**config.mk**
```make
export PLATFORM = sky130hd
export DESIGN_NAME = press_arbiter_flat
export DESIGN_NICKNAME = d
export VERILOG_FILES = /design/src/rtl/press_arbiter_if.sv /design/src/rtl/press_arbiter.sv /design/src/flat_wrapper.sv
export SDC_FILE = /design/constraint.sdc
export NUM_CORES = 1
export LEC_CHECK = 0
export CORE_UTILIZATION = 30
export DETAILED_ROUTE_END_ITERATION = 6
export HOLD_SLACK_MARGIN = 0.15
export PLACE_DENSITY_LB_ADDON = 0.1
export SLEW_MARGIN = 15
export SYNTH_ARGS = -nofsm -noshare
export SYNTH_HDL_FRONTEND = slang
export SYNTH_SLANG_ARGS = --single-unit
```
**constraint.sdc**
```tcl
create_clock -name CLK -period 1.9 [get_ports CLK]
set_input_delay 0.57 -clock CLK [delete_from_list [all_inputs] [get_ports CLK]]
set_output_delay 0.57 -clock CLK [all_outputs]
set_load 0.03 [all_outputs]
```
**src/rtl/press_arbiter_if.sv**
```systemverilog
// Handshake and result bundle between the reaction-game controller and the
// press arbiter. The controller/bench side is the master, the arbiter the slave.
interface press_arbiter_if #(
  parameter int TIME_W = 10
);
  logic              ARM;
  logic              GO;
  logic              PLAYER_A;
  logic              PLAYER_B;
  logic              ACK;
  logic              RESULT_VALID;
  logic [1:0]        WINNER;
  logic              FALSE_START;
  logic              TIMEOUT;
  logic [TIME_W-1:0] REACT_TIME;
  logic              TIE_PRIO;

  modport master (
    output ARM, GO, PLAYER_A, PLAYER_B, ACK,
    input  RESULT_VALID, WINNER, FALSE_START, TIMEOUT, REACT_TIME, TIE_PRIO
  );

  modport slave (
    input  ARM, GO, PLAYER_A, PLAYER_B, ACK,
    output RESULT_VALID, WINNER, FALSE_START, TIMEOUT, REACT_TIME, TIE_PRIO
  );
endinterface

```
**src/rtl/press_arbiter.sv**
```systemverilog
// Two-player reaction arbiter: synchronizes the raw active-low buttons, turns
// them into one-cycle press pulses, and decides false starts, winners, ties
// (with alternating tie priority) and timeouts. Results are held until ACK.
module press_arbiter #(
  parameter int SYNC_STAGES = 2,
  parameter int TIME_W      = 10
) (
  input logic           CLK,
  input logic           RESET,
  press_arbiter_if.slave bus
);

  // Fewer than two stages would not be a real synchronizer.
  localparam int SYNC_N = (SYNC_STAGES < 2) ? 2 : SYNC_STAGES;

  typedef enum logic [1:0] {IDLE, ARMED, TIMING, RESULT} state_t;

  // Bit 0 = player A, bit 1 = player B, so a single pulse maps directly onto
  // the WINNER encoding (01 = A, 10 = B).
  logic [1:0] raw_btn;
  logic [1:0] press_pulse;

  assign raw_btn = {bus.PLAYER_B, bus.PLAYER_A};

  genvar gi;
  generate
    for (gi = 0; gi < 2; gi++) begin : g_player
      logic [SYNC_N-1:0] sync_q;
      logic [SYNC_N-1:0] sync_d;
      logic              prev_q;
      logic              prev_d;
      logic              pulse_q;
      logic              pulse_d;

      // Shift the raw button in; a press is a 1-to-0 step of the synchronized
      // level, registered once more so the pulse lands SYNC_N+1 cycles after
      // the raw edge.
      always_comb begin
        sync_d  = {sync_q[SYNC_N-2:0], raw_btn[gi]};
        prev_d  = sync_q[SYNC_N-1];
        pulse_d = prev_q & ~sync_q[SYNC_N-1];
      end

      // Synchronizer and edge-detector registers; reset to "released".
      always_ff @(posedge CLK or negedge RESET) begin
        if (!RESET) begin
          sync_q  <= '1;
          prev_q  <= 1'b1;
          pulse_q <= 1'b0;
        end else begin
          sync_q  <= sync_d;
          prev_q  <= prev_d;
          pulse_q <= pulse_d;
        end
      end

      assign press_pulse[gi] = pulse_q;
    end
  endgenerate

  state_t            state_q, state_d;
  logic [TIME_W-1:0] timer_q, timer_d;
  logic              valid_q, valid_d;
  logic [1:0]        winner_q, winner_d;
  logic              false_start_q, false_start_d;
  logic              timeout_q, timeout_d;
  logic [TIME_W-1:0] react_q, react_d;
  logic              tie_prio_q, tie_prio_d;

  // Round sequencing; result fields are computed here and only change when
  // entering or leaving RESULT, so they stay stable while RESULT_VALID is high.
  always_comb begin
    state_d       = state_q;
    timer_d       = timer_q;
    valid_d       = valid_q;
    winner_d      = winner_q;
    false_start_d = false_start_q;
    timeout_d     = timeout_q;
    react_d       = react_q;
    tie_prio_d    = tie_prio_q;
    case (state_q)
      IDLE: begin
        timer_d = '0;
        if (bus.ARM) state_d = ARMED;
      end
      ARMED: begin
        if (!bus.ARM) begin
          state_d = IDLE;
        end else if (press_pulse != 2'b00) begin
          // Early press: the opponent wins; a simultaneous early press has no winner.
          state_d       = RESULT;
          valid_d       = 1'b1;
          false_start_d = 1'b1;
          case (press_pulse)
            2'b01:   winner_d = 2'b10;
            2'b10:   winner_d = 2'b01;
            default: winner_d = 2'b00;
          endcase
        end else if (bus.GO) begin
          state_d = TIMING;
          timer_d = '0;
        end
      end
      TIMING: begin
        if (!bus.ARM) begin
          state_d = IDLE;
          timer_d = '0;
        end else if (press_pulse != 2'b00) begin
          state_d = RESULT;
          valid_d = 1'b1;
          react_d = timer_q;
          if (press_pulse == 2'b11) begin
            winner_d   = tie_prio_q ? 2'b10 : 2'b01;
            tie_prio_d = ~tie_prio_q;
          end else begin
            winner_d = press_pulse;
          end
        end else if (timer_q == '1) begin
          state_d   = RESULT;
          valid_d   = 1'b1;
          timeout_d = 1'b1;
          winner_d  = 2'b00;
          react_d   = '1;
        end else begin
          timer_d = timer_q + 1'b1;
        end
      end
      RESULT: begin
        if (bus.ACK) begin
          state_d       = IDLE;
          valid_d       = 1'b0;
          winner_d      = 2'b00;
          false_start_d = 1'b0;
          timeout_d     = 1'b0;
        end
      end
      default: state_d = IDLE;
    endcase
  end

  // FSM state and registered outputs; reset abandons any round in progress.
  always_ff @(posedge CLK or negedge RESET) begin
    if (!RESET) begin
      state_q       <= IDLE;
      timer_q       <= '0;
      valid_q       <= 1'b0;
      winner_q      <= 2'b00;
      false_start_q <= 1'b0;
      timeout_q     <= 1'b0;
      react_q       <= '0;
      tie_prio_q    <= 1'b0;
    end else begin
      state_q       <= state_d;
      timer_q       <= timer_d;
      valid_q       <= valid_d;
      winner_q      <= winner_d;
      false_start_q <= false_start_d;
      timeout_q     <= timeout_d;
      react_q       <= react_d;
      tie_prio_q    <= tie_prio_d;
    end
  end

  assign bus.RESULT_VALID = valid_q;
  assign bus.WINNER       = winner_q;
  assign bus.FALSE_START  = false_start_q;
  assign bus.TIMEOUT      = timeout_q;
  assign bus.REACT_TIME   = react_q;
  assign bus.TIE_PRIO     = tie_prio_q;

endmodule

```
**src/flat_wrapper.sv**
```systemverilog
// flat-port wrapper written by rule: the top's interface ports become plain ports
module press_arbiter_flat 
#(
  parameter int SYNC_STAGES = 2,
  parameter int TIME_W      = 10
)
  (CLK, RESET, bus_ARM, bus_GO, bus_PLAYER_A, bus_PLAYER_B, bus_ACK, bus_RESULT_VALID, bus_WINNER, bus_FALSE_START, bus_TIMEOUT, bus_REACT_TIME, bus_TIE_PRIO);
  press_arbiter_if #(.TIME_W(TIME_W)) bus_i ();
  input logic CLK;
  input logic RESET;
  input wire logic [$bits(bus_i.ARM)-1:0] bus_ARM;
  input wire logic [$bits(bus_i.GO)-1:0] bus_GO;
  input wire logic [$bits(bus_i.PLAYER_A)-1:0] bus_PLAYER_A;
  input wire logic [$bits(bus_i.PLAYER_B)-1:0] bus_PLAYER_B;
  input wire logic [$bits(bus_i.ACK)-1:0] bus_ACK;
  output wire logic [$bits(bus_i.RESULT_VALID)-1:0] bus_RESULT_VALID;
  output wire logic [$bits(bus_i.WINNER)-1:0] bus_WINNER;
  output wire logic [$bits(bus_i.FALSE_START)-1:0] bus_FALSE_START;
  output wire logic [$bits(bus_i.TIMEOUT)-1:0] bus_TIMEOUT;
  output wire logic [$bits(bus_i.REACT_TIME)-1:0] bus_REACT_TIME;
  output wire logic [$bits(bus_i.TIE_PRIO)-1:0] bus_TIE_PRIO;
  assign bus_i.ARM = bus_ARM;
  assign bus_i.GO = bus_GO;
  assign bus_i.PLAYER_A = bus_PLAYER_A;
  assign bus_i.PLAYER_B = bus_PLAYER_B;
  assign bus_i.ACK = bus_ACK;
  assign bus_RESULT_VALID = bus_i.RESULT_VALID;
  assign bus_WINNER = bus_i.WINNER;
  assign bus_FALSE_START = bus_i.FALSE_START;
  assign bus_TIMEOUT = bus_i.TIMEOUT;
  assign bus_REACT_TIME = bus_i.REACT_TIME;
  assign bus_TIE_PRIO = bus_i.TIE_PRIO;
  press_arbiter #(.SYNC_STAGES(SYNC_STAGES), .TIME_W(TIME_W)) u_core (.CLK(CLK), .RESET(RESET), .bus(bus_i));
endmodule
```
==> reports/qor.json, run 1 <==
{
  "sta": {
    "final.setup_skew_ps": 4.18,
    "report.final.hold_viol_count": 0,
    "post-route-period-util": 0.989,
    "worst_slew_margin_rel": 0.761,
    "slew_violations": 0,
    "worst_slack_ps": 20.2,
    "tightest_slew_ps": 359,
    "max_clock_freq_ghz": 0.532,
    "final_period_minus_worst_setup_slack_ps": 1880,
    "setup_viol_count_final": 0,
    "unrepaired_setup_endpoints_after_global_routing": "no"
  },
  "worst_setup_path": {
    "critical_path_cell_count": 5,
    "critPathSlowestCell": "sky130_fd_sc_hd__clkdlybuf4s50_1",
    "worst-path-buf-inv": 1,
    "path_class": "in2reg",
    "critical_path.endpoint_type": "flop",
    "timing.reg2reg.setup_slack_ps": 170,
    "critPathTopFamily": "simple AND/OR/NAND/NOR gates",
    "worstReg2RegEnd": "u_core.bus.WINNER[0]",
    "worstSetupStartpointType": "primary input",
    "reg2reg_depth": 5,
    "worst-endpoint-required_ps": 2060,
    "ff_to_ff_start": "u_core.timer_q[6]",
    "worst_path_max_fanout": 4,
    "timing.critical_path.cells": "clkdlybuf4s50_1 > and4bb_2 > o211ai_4 > or2_4 > a221o_1",
    "max_stage_delay_ps": 490,
    "crit_arrival_ps": 2040
  },
  "worst_hold_path": {
    "worst_hold_path.num_cells": 0,
    "worst_hold_path.endpoint": "u_core.g_player[1].sync_q[1]",
    "min_path_type": "reg2reg",
    "hold_sp": "u_core.g_player[1].sync_q[0]"
  },
  "route": {
    "ant_nets": 0,
    "finalWirelength_um": 3500,
    "first_iter_violations": 57,
    "wl_per_cell_um": 13.4,
    "avgViaCountPerCell": 4.79,
    "drt-pass1-iter-count": 4,
    "route.detailed.drc": 0,
    "vias": 1256
  },
  "cells_and_area": {
    "drive_gt1_frac": 0.286,
    "diodes": 0,
    "layoutNonFillerInstCount": 262,
    "area_grow_syn2layout_pct": 37.7,
    "final_nets": 199
  },
  "clocking": {
    "clock_sink_count": 36,
    "cts_htree_levels": 2,
    "tritoncts": "built",
    "cts_root_buf": "sky130_fd_sc_hd__clkbuf_8",
    "cts-root-to-sink-buffers": 2,
    "cts_inserted_buffers": 5,
    "cts.reportedPaths.clkPinSlew_ps": 70,
    "worst_skew_pair.late_latency_ps": 280
  },
  "floorplanning": {
    "core.rowCount": 26,
    "io_pins": 23,
    "design.die.area_mm2": 0.00575,
    "initial_core_util": 0.316,
    "fp.coreArea_mm2": 0.00517,
    "die_width_um": 75.8,
    "floorplan.die.height_um": 75.8
  },
  "place": {
    "dp_cells": 254,
    "finalWeightedCongestion": 0.812,
    "dp_slack_ps": -359,
    "detailedPlacementHpwl_um": 2520,
    "io_buffer_count": 22
  },
  "logic_synthesis": {
    "mappedNetlistArea_mm2": 0.00163,
    "synth_largest_type_area_fraction": 0.459,
    "netlist-cell-type-count": 45,
    "synth-main-ff-cell": "sky130_fd_sc_hd__dfrtp_1",
    "synth_area_per_cell_um2": 11.4,
    "synth-seq-cells": 36,
    "synth_fp_nets": 151,
    "synthCells": 143,
    "post_synth_arst_share": 1.00,
    "synth_warnings": 0,
    "edff_count_synth": 0,
    "post-synth-top-area-cell": "sky130_fd_sc_hd__dfrtp_1",
    "synth.area.top_cells": "sky130_fd_sc_hd__dfrtp_1, sky130_fd_sc_hd__dfstp_2, sky130_fd_sc_hd__o22a_1",
    "yosysSeqAreaShare": 0.556
  },
  "power": {
    "powerDensity_mw_per_mm2": 1170,
    "total_leakage_power_nw": 1.06,
    "fin_total_pwr_mw": 2.63,
    "ir_drop_v": 0.000631
  },
  "run_status": {
    "outcome": "complete, no violations"
  },
  "grt": {
    "gr-total-overflow": 0,
    "grt_antenna_before_repair": 0,
    "globalRouteTotalUtil": 0.139,
    "grt_start_max_net_pins": 37,
    "first_global_vias": 1209,
    "wire_length_of_the_first_global_routing_pass_um": 5800
  },
  "job": {
    "cap_violations": 0
  }
}
[layer usage]
metal | vias up | share of wire | track usage
li1 | 610 | - | -
met1 | 617 | 0.50 | 0.186
met2 | 25 | 0.44 | 0.212
met3 | 4 | 0.051 | 0.0410
met4 | 0 | 0.011 | 0.0556
met5 | - | 0 | 0
[cells in the mapped netlist (all sizes together) (3+ instances only)]
master and instances:
xnor2 6, nand3 6, o21ai 7, nand2 9, a21oi 3, and3 3, dfstp 6, buf 5
nor3 7, o22a 10, nor2 16, mux2 3, dfrtp 30
[flip-flops by register name, indices dropped and copies added (netlist names)]
name,flops
u_core.g_player.prev_q,2
u_core.g_player.pulse_q,2
u_core.bus.FALSE_START,1
u_core.g_player.sync_q,4
u_core.timer_q,10
u_core.bus.TIE_PRIO,1
u_core.bus.WINNER,2
u_core.bus.TIMEOUT,1
u_core.bus.REACT_TIME,10
u_core.state_q,2
u_core.bus.RESULT_VALID,1
[cell type report]
cell class / instances / area [um^2]
inverters: 2 / 7.51
repair buffers: 47 / 437
well taps: 70 / 87.6
multi-input cells: 99 / 683
fillers: 510 / 2920
flip-flops and latches: 36 / 908
clock buffers: 7 / 96.3
clock inverters: 1 / 30.0
[through the flow]
step | TNS (ps) | utilization | hold WS, ps | area, um^2
after floorplan | 0 | - | 274 | 1630
after global placement | -4890 | 0.406 | 346 | 2100
after detailed placement | -5070 | 0.406 | 347 | 2100
after CTS | 0 | 0.428 | 358 | 2210
after global routing | 0 | 0.435 | 360 | 2250
final | 0 | 0.435 | 356 | 2250
[placed cells by master, fill, tap and decap left out, types with 2 or more instances in the layout]
| master | count |
|---|---|
| sky130_fd_sc_hd__dlymetal6s2s_1 | 9 |
| sky130_fd_sc_hd__clkbuf_8 | 7 |
| sky130_fd_sc_hd__a21oi_1 | 2 |
| sky130_fd_sc_hd__dfrtp_1 | 30 |
| sky130_fd_sc_hd__nor3_2 | 3 |
| sky130_fd_sc_hd__dfstp_2 | 6 |
| sky130_fd_sc_hd__xnor2_1 | 6 |
| sky130_fd_sc_hd__buf_4 | 23 |
| sky130_fd_sc_hd__and3_1 | 3 |
| sky130_fd_sc_hd__inv_1 | 2 |
| sky130_fd_sc_hd__nand3_1 | 6 |
| sky130_fd_sc_hd__clkdlybuf4s50_1 | 5 |
| sky130_fd_sc_hd__o21ai_0 | 7 |
| sky130_fd_sc_hd__nor2_1 | 15 |
| sky130_fd_sc_hd__nor2b_1 | 2 |
| sky130_fd_sc_hd__a31oi_1 | 2 |
| sky130_fd_sc_hd__nor3_1 | 4 |
| sky130_fd_sc_hd__nand2_1 | 9 |
| sky130_fd_sc_hd__dlygate4sd2_1 | 8 |
| sky130_fd_sc_hd__mux2_2 | 3 |
| sky130_fd_sc_hd__o22a_1 | 10 |
| sky130_fd_sc_hd__a32o_1 | 2 |
[where the power goes]
part,switching (mW),internal [mW],leakage (nW),total (mW)
clock network,0.269,0.463,0.0645,0.732
registers,0.0986,0.931,0.447,1.03
logic,0.497,0.375,0.549,0.871
total,0.864,1.77,1.06,2.63
[worst max-delay path by stage]
stage	to	from	slack [ps]
after global placement	u_core.timer_q[9]	bus_ARM	-340
after floorplan	u_core.timer_q[9]	bus_ARM	100
after detailed placement	u_core.timer_q[9]	bus_ARM	-360
after CTS	bus_WINNER[0]	u_core.bus.WINNER[0]	1
final	u_core.timer_q[9]	bus_GO	20
after global routing	u_core.timer_q[9]	bus_GO	0.2
[worst register-to-register path, cell delays in order, from the launching register on]
cell and delay [ps]:
sky130_fd_sc_hd__dfrtp_1 400, sky130_fd_sc_hd__nand3_1 190, sky130_fd_sc_hd__nor3_2 270, sky130_fd_sc_hd__nor2_1 120, sky130_fd_sc_hd__a22oi_2 270, sky130_fd_sc_hd__mux2_2 370
[kinds of logic after synthesis]
family,share of synthesized area
DFF,0.556
AOI/OAI and AO/OA,0.167
and+or+nand+nor,0.185
muxes,0.0207
xor gates and xnor gates,0.0322
adders and majority gates,0.00766
buffers and inverters,0.0314
[timing repair]
action | 4_1_cts | 5_1_grt
resized for setup | 8 | 12
buffers inserted | 0 | 0
pin swaps | 0 | 1
endpoints found under the setup margin | 14 | 13
hold buffers | 0 | 0
No activity file was read; power rests on OpenSTA's default activity.
==> run 2: changes to the inputs <==
- RECOVER_POWER: not set -> 100
==> reports/qor.json, run 2 (synthesis results as in run 1) <==
{
  "cells_and_area": {
    "diodes": 0,
    "most_frequent_standard_cell_in_the_layout_excluding_fill_and_tap_cells": "sky130_fd_sc_hd__dfrtp_1",
    "layout.cells.most_common_list": "sky130_fd_sc_hd__dfrtp_1, sky130_fd_sc_hd__buf_4, sky130_fd_sc_hd__nor2_1",
    "area_grow_syn2layout_pct": 31.0,
    "fin_area_mm2": 0.00214,
    "drive_gt1_frac": 0.266,
    "final_nets": 199
  },
  "clocking": {
    "worst_skew_pair.late_latency_ps": 280,
    "cts.reportedPaths.clkPinSlew_ps": 70,
    "cts_setup_buffers": 0,
    "cts_htree_levels": 2,
    "cts-root-to-sink-buffers": 2,
    "cts_root_buf": "sky130_fd_sc_hd__clkbuf_8",
    "tritoncts": "built",
    "cts_inserted_buffers": 5,
    "clock_sink_count": 36
  },
  "sta": {
    "fin_worst_hold_slack_ps": 356,
    "setup_viol_count_final": 0,
    "slew_violations": 0,
    "max_clock_freq_ghz": 0.532,
    "setup_tns_ps": 0,
    "unrepaired_setup_endpoints_after_global_routing": "no",
    "post-route-period-util": 0.989,
    "worst_slew_margin_rel": 0.407,
    "report.final.hold_viol_count": 0,
    "final.setup_skew_ps": 3.38,
    "tightest_slew_ps": 889,
    "final_period_minus_worst_setup_slack_ps": 1880
  },
  "worst_setup_path": {
    "worstSetupStartpoint": "bus_GO",
    "crit_arrival_ps": 2040,
    "ff_to_ff_start": "u_core.timer_q[6]",
    "worst_path_max_fanout": 4,
    "worstSetupStartpointType": "primary input",
    "worst-endpoint-required_ps": 2070,
    "critical_path.endpoint_type": "flop",
    "path_class": "in2reg"
  },
  "worst_hold_path": {
    "min_path_type": "reg2reg",
    "hold_sp": "u_core.g_player[1].sync_q[0]"
  },
  "grt": {
    "first_global_vias": 1209,
    "wire_length_of_the_first_global_routing_pass_um": 5800,
    "globalRouteTotalUtil": 0.139,
    "grt_antenna_before_repair": 0,
    "grt_start_max_net_pins": 37,
    "gr-total-overflow": 0
  },
  "floorplanning": {
    "fp.coreArea_mm2": 0.00517,
    "die_width_um": 75.8,
    "core.rowCount": 26,
    "initial_core_util": 0.316,
    "io_pins": 23,
    "design.die.area_mm2": 0.00575,
    "floorplan.die.height_um": 75.8
  },
  "power": {
    "total_leakage_power_nw": 0.917,
    "powerDensity_mw_per_mm2": 1180,
    "fin_total_pwr_mw": 2.54,
    "ir_drop_v": 0.000634
  },
  "route": {
    "avgViaCountPerCell": 4.77,
    "ant_nets": 0,
    "first_iter_violations": 51,
    "vias": 1251,
    "drt-pass1-iter-count": 4,
    "wl_per_cell_um": 13.3,
    "route.detailed.drc": 0,
    "finalWirelength_um": 3490
  },
  "place": {
    "finalWeightedCongestion": 0.812,
    "detailed_place.area_mm2": 0.00210,
    "detailedPlacementHpwl_um": 2520,
    "io_buffer_count": 22
  },
  "job": {
    "cap_violations": 0
  },
  "run_status": {
    "outcome": "complete, no violations"
  }
}
==> run 2: changes by cell type in the layout (fill, tap and decap cells not counted), sizes merged <==
cell,previous run,this run
buf,25,20
clkbuf,7,21
dlygate4sd3,0,3
dlymetal6s2s,9,0
clkdlybuf4s50,5,2
==> run 2: layer usage <==
layer,GRT usage,share of wire,vias to the layer above
met1,0.186,0.48,607
met5,0,0,-
li1,-,-,610
met2,0.212,0.44,30
met3,0.0410,0.068,4
met4,0.0556,0.011,0
==> run 2: path summary, 6_finish.rpt <==
| kind | to | slack (ps) | depth (start not counted) |
|---|---|---|---|
| hold reg to reg | u_core.g_player[1].sync_q[1] | 360 | 0 |
| setup / recovery | u_core.timer_q[9] | 20 | 5 |
| max in group asynchronous | u_core.bus.REACT_TIME[0] | 400 | 2 |
| setup reg to reg | u_core.bus.WINNER[0] | 170 | 5 |
| hold / removal | u_core.g_player[1].sync_q[1] | 360 | 0 |
| min in group asynchronous | u_core.bus.REACT_TIME[5] | 940 | 2 |
==> run 2: final cells by class <==
class	count	area (um^2)
fillers	528	3030
flip-flops and latches	36	908
multi-input cells	99	683
repair buffers	47	328
clock buffers	7	96.3
well taps	70	87.6
clock inverters	1	30.0
inverters	2	7.51
==> run 2: through the flow <==
step | worst slack, ps | std cells | utilization
2_1_floorplan | 103 | 143 | -
3_3_place_gp | -341 | 254 | 0.406
3_5_place_dp | -359 | 254 | 0.406
4_1_cts | 0.980 | 262 | 0.428
5_1_grt | 0.244 | 262 | 0.414
6_report | 20.6 | 262 | 0.414
==> run 2: critical path: stages <==
cell                              delay [ps]
sky130_fd_sc_hd__clkdlybuf4s50_1         490
sky130_fd_sc_hd__and4bb_2                280
sky130_fd_sc_hd__o211ai_4                 90
sky130_fd_sc_hd__or2_4                   260
sky130_fd_sc_hd__a221o_1                 350
==> run 2: report_power, final <==
group	total (mW)	internal, mW	leakage [nW]	switching, mW
Sequential	1.03	0.931	0.447	0.101
Combinational	0.772	0.276	0.406	0.496
Clock	0.733	0.463	0.0645	0.270
==> run 2: repair_timing <==
item	CTS	global route
hold buffers	0	0
endpoints found under the setup margin	14	13
gates resized for setup	8	12
endpoints found under the hold margin	0	0
pin swaps	0	1
==> run 3: changes to the inputs <==
- CORE_UTILIZATION: 30 -> 33
- MAX_ROUTING_LAYER: not set -> met4
==> reports/qor.json, run 3 (synthesis results as in run 1) <==
{
  "job": {
    "cap_violations": 0
  },
  "cells_and_area": {
    "multiInputGateArea_um2": 668,
    "n_fill_cell": 476,
    "final_nets": 197,
    "drive_gt1_frac": 0.247,
    "utilization": 0.441,
    "most_frequent_standard_cell_in_the_layout_excluding_fill_and_tap_cells": "sky130_fd_sc_hd__dfrtp_1",
    "layoutNonFillerInstCount": 257,
    "diodes": 0,
    "seq_area_um2": 908,
    "area_grow_syn2layout_pct": 28.3,
    "layout.cells.most_common_list": "sky130_fd_sc_hd__dfrtp_1, sky130_fd_sc_hd__buf_4, sky130_fd_sc_hd__nor2_1"
  },
  "power": {
    "powerDensity_mw_per_mm2": 1200,
    "pwr-share-comb": 0.294,
    "ir_drop_v": 0.000582,
    "total_leakage_power_nw": 0.895,
    "sequentialPowerShare": 0.415,
    "p_int_mw": 1.65,
    "power_switching_mw": 0.859,
    "pwr-share-clk": 0.291,
    "swShare": 0.343
  },
  "worst_setup_path": {
    "timing.critical_path.cells": "clkdlybuf4s50_1 > and4bb_2 > o211ai_4 > or2_4 > a221o_1",
    "critical_path.endpoint_type": "flop",
    "max_stage_delay_ps": 490,
    "worstSetupStartpoint": "bus_GO",
    "crit_arrival_ps": 2020,
    "worstSetupStartpointType": "primary input",
    "worstReg2RegEnd": "u_core.timer_q[0]",
    "ff_to_ff_start": "u_core.state_q[0]",
    "worst_path_max_fanout": 4,
    "worst-endpoint-required_ps": 2080,
    "path_class": "in2reg",
    "critical_path.endpoint": "u_core.timer_q[9]",
    "critPathSlowestCell": "sky130_fd_sc_hd__clkdlybuf4s50_1",
    "timing.reg2reg.setup_slack_ps": 140,
    "reg2reg_depth": 5
  },
  "place": {
    "detailedPlacementHpwl_um": 2450,
    "finalWeightedCongestion": 0.757,
    "dp_slack_ps": -341,
    "io_buffer_count": 22,
    "dp_cells": 249
  },
  "route": {
    "drt-pass1-iter-count": 4,
    "ant_nets": 0,
    "first_iter_violations": 38,
    "avgViaCountPerCell": 4.75,
    "vias": 1221,
    "wl_per_cell_um": 13.3,
    "finalWirelength_um": 3420,
    "route.detailed.drc": 0
  },
  "floorplanning": {
    "io_pins": 23,
    "die_width_um": 72.4,
    "initial_core_util": 0.344,
    "fp.coreArea_mm2": 0.00475,
    "design.die.area_mm2": 0.00524,
    "core.rowCount": 25,
    "floorplan.die.height_um": 72.4
  },
  "sta": {
    "final_period_minus_worst_setup_slack_ps": 1840,
    "report.final.hold_viol_count": 0,
    "setup_viol_count_final": 0,
    "worst_slack_ps": 55.8,
    "max_clock_freq_ghz": 0.542,
    "slew_violations": 0,
    "post-route-period-util": 0.971,
    "final.setup_skew_ps": 10.3,
    "worst_slew_margin_rel": 0.407,
    "fin_worst_hold_slack_ps": 359,
    "unrepaired_setup_endpoints_after_global_routing": "no",
    "tightest_slew_ps": 889
  },
  "clocking": {
    "clock_sink_count": 36,
    "tritoncts": "built",
    "cts_root_buf": "sky130_fd_sc_hd__clkbuf_8",
    "cts.reportedPaths.clkPinSlew_ps": 70,
    "cts_htree_levels": 2,
    "cts-root-to-sink-buffers": 2,
    "cts_inserted_buffers": 5,
    "worst_skew_pair.late_latency_ps": 290
  },
  "worst_hold_path": {
    "min_path_type": "reg2reg"
  },
  "grt": {
    "grt_start_max_net_pins": 37,
    "globalRouteTotalUtil": 0.152,
    "gr-total-overflow": 0,
    "first_global_vias": 1221,
    "grt_antenna_before_repair": 0,
    "wire_length_of_the_first_global_routing_pass_um": 5730
  },
  "run_status": {
    "outcome": "complete, no violations"
  }
}
[run 3: metal layers]
metal  vias to the layer above  wire length (um)  part of all wire  global-route usage
met1                       578              1650              0.48               0.192
met5                         -                 0                 0                   -
met4                         0                70             0.020              0.0719
li1                        610                 -                 -                   -
met2                        26              1540              0.45               0.224
met3                         7               157             0.046              0.0431
[run 3: power by group through the flow]
stage | Clock, mW | Sequential (mW) | Combinational (mW)
6_report | 0.729 | 1.04 | 0.737
5_1_grt | 0.782 | 1.06 | 0.790
4_1_cts | 0.749 | 1.04 | 0.896
3_5_place_dp | 0 | 1.06 | 0.913
3_3_place_gp | 0 | 1.05 | 0.909
2_1_floorplan | 0 | 1.31 | 0.245
[run 3: layout make-up]
class / count / area share
tap: 67 / 0.0400
sequential: 36 / 0.433
clock buffer: 7 / 0.0459
multi-input combinational: 99 / 0.319
timing repair buffer: 45 / 0.144
clock inverter: 1 / 0.0143
inverter: 2 / 0.00358
[run 3: what timing repair did]
item,in CTS,in global routing
resized for setup,5,14
hold buffers,0,0
endpoints found under the hold margin,0,0
pin swaps,0,1
buffers inserted,0,0
endpoints found under the setup margin,10,15
[run 3: through the flow]
stage / setup TNS (ps) / cell area [um^2] / total power [mW]
after CTS: 0 / 2200 / 2.69
after global placement: -4570 / 2080 / 1.96
final: 0 / 2100 / 2.51
after global routing: 0 / 2100 / 2.64
after floorplan: 0 / 1630 / 1.56
after detailed placement: -4600 / 2080 / 1.97
[run 3: how the worst min path moves through the flow]
stage,from,end,slack (ps),cells past startpoint
after floorplan,RESET,u_core.bus.FALSE_START,270,0
after global placement,u_core.g_player[0].sync_q[0],u_core.g_player[0].sync_q[1],350,0
after detailed placement,u_core.g_player[1].sync_q[0],u_core.g_player[1].sync_q[1],350,0
after CTS,u_core.g_player[1].sync_q[0],u_core.g_player[1].sync_q[1],360,0
after global routing,u_core.g_player[1].sync_q[0],u_core.g_player[1].sync_q[1],360,0
final,u_core.g_player[1].sync_q[0],u_core.g_player[1].sync_q[1],360,0
[run 3: critical path: cells and delay by family]
family / cells / cell delay, ps
compound gates: 2 / 430
buf+inv: 1 / 490
simple gates: 2 / 540
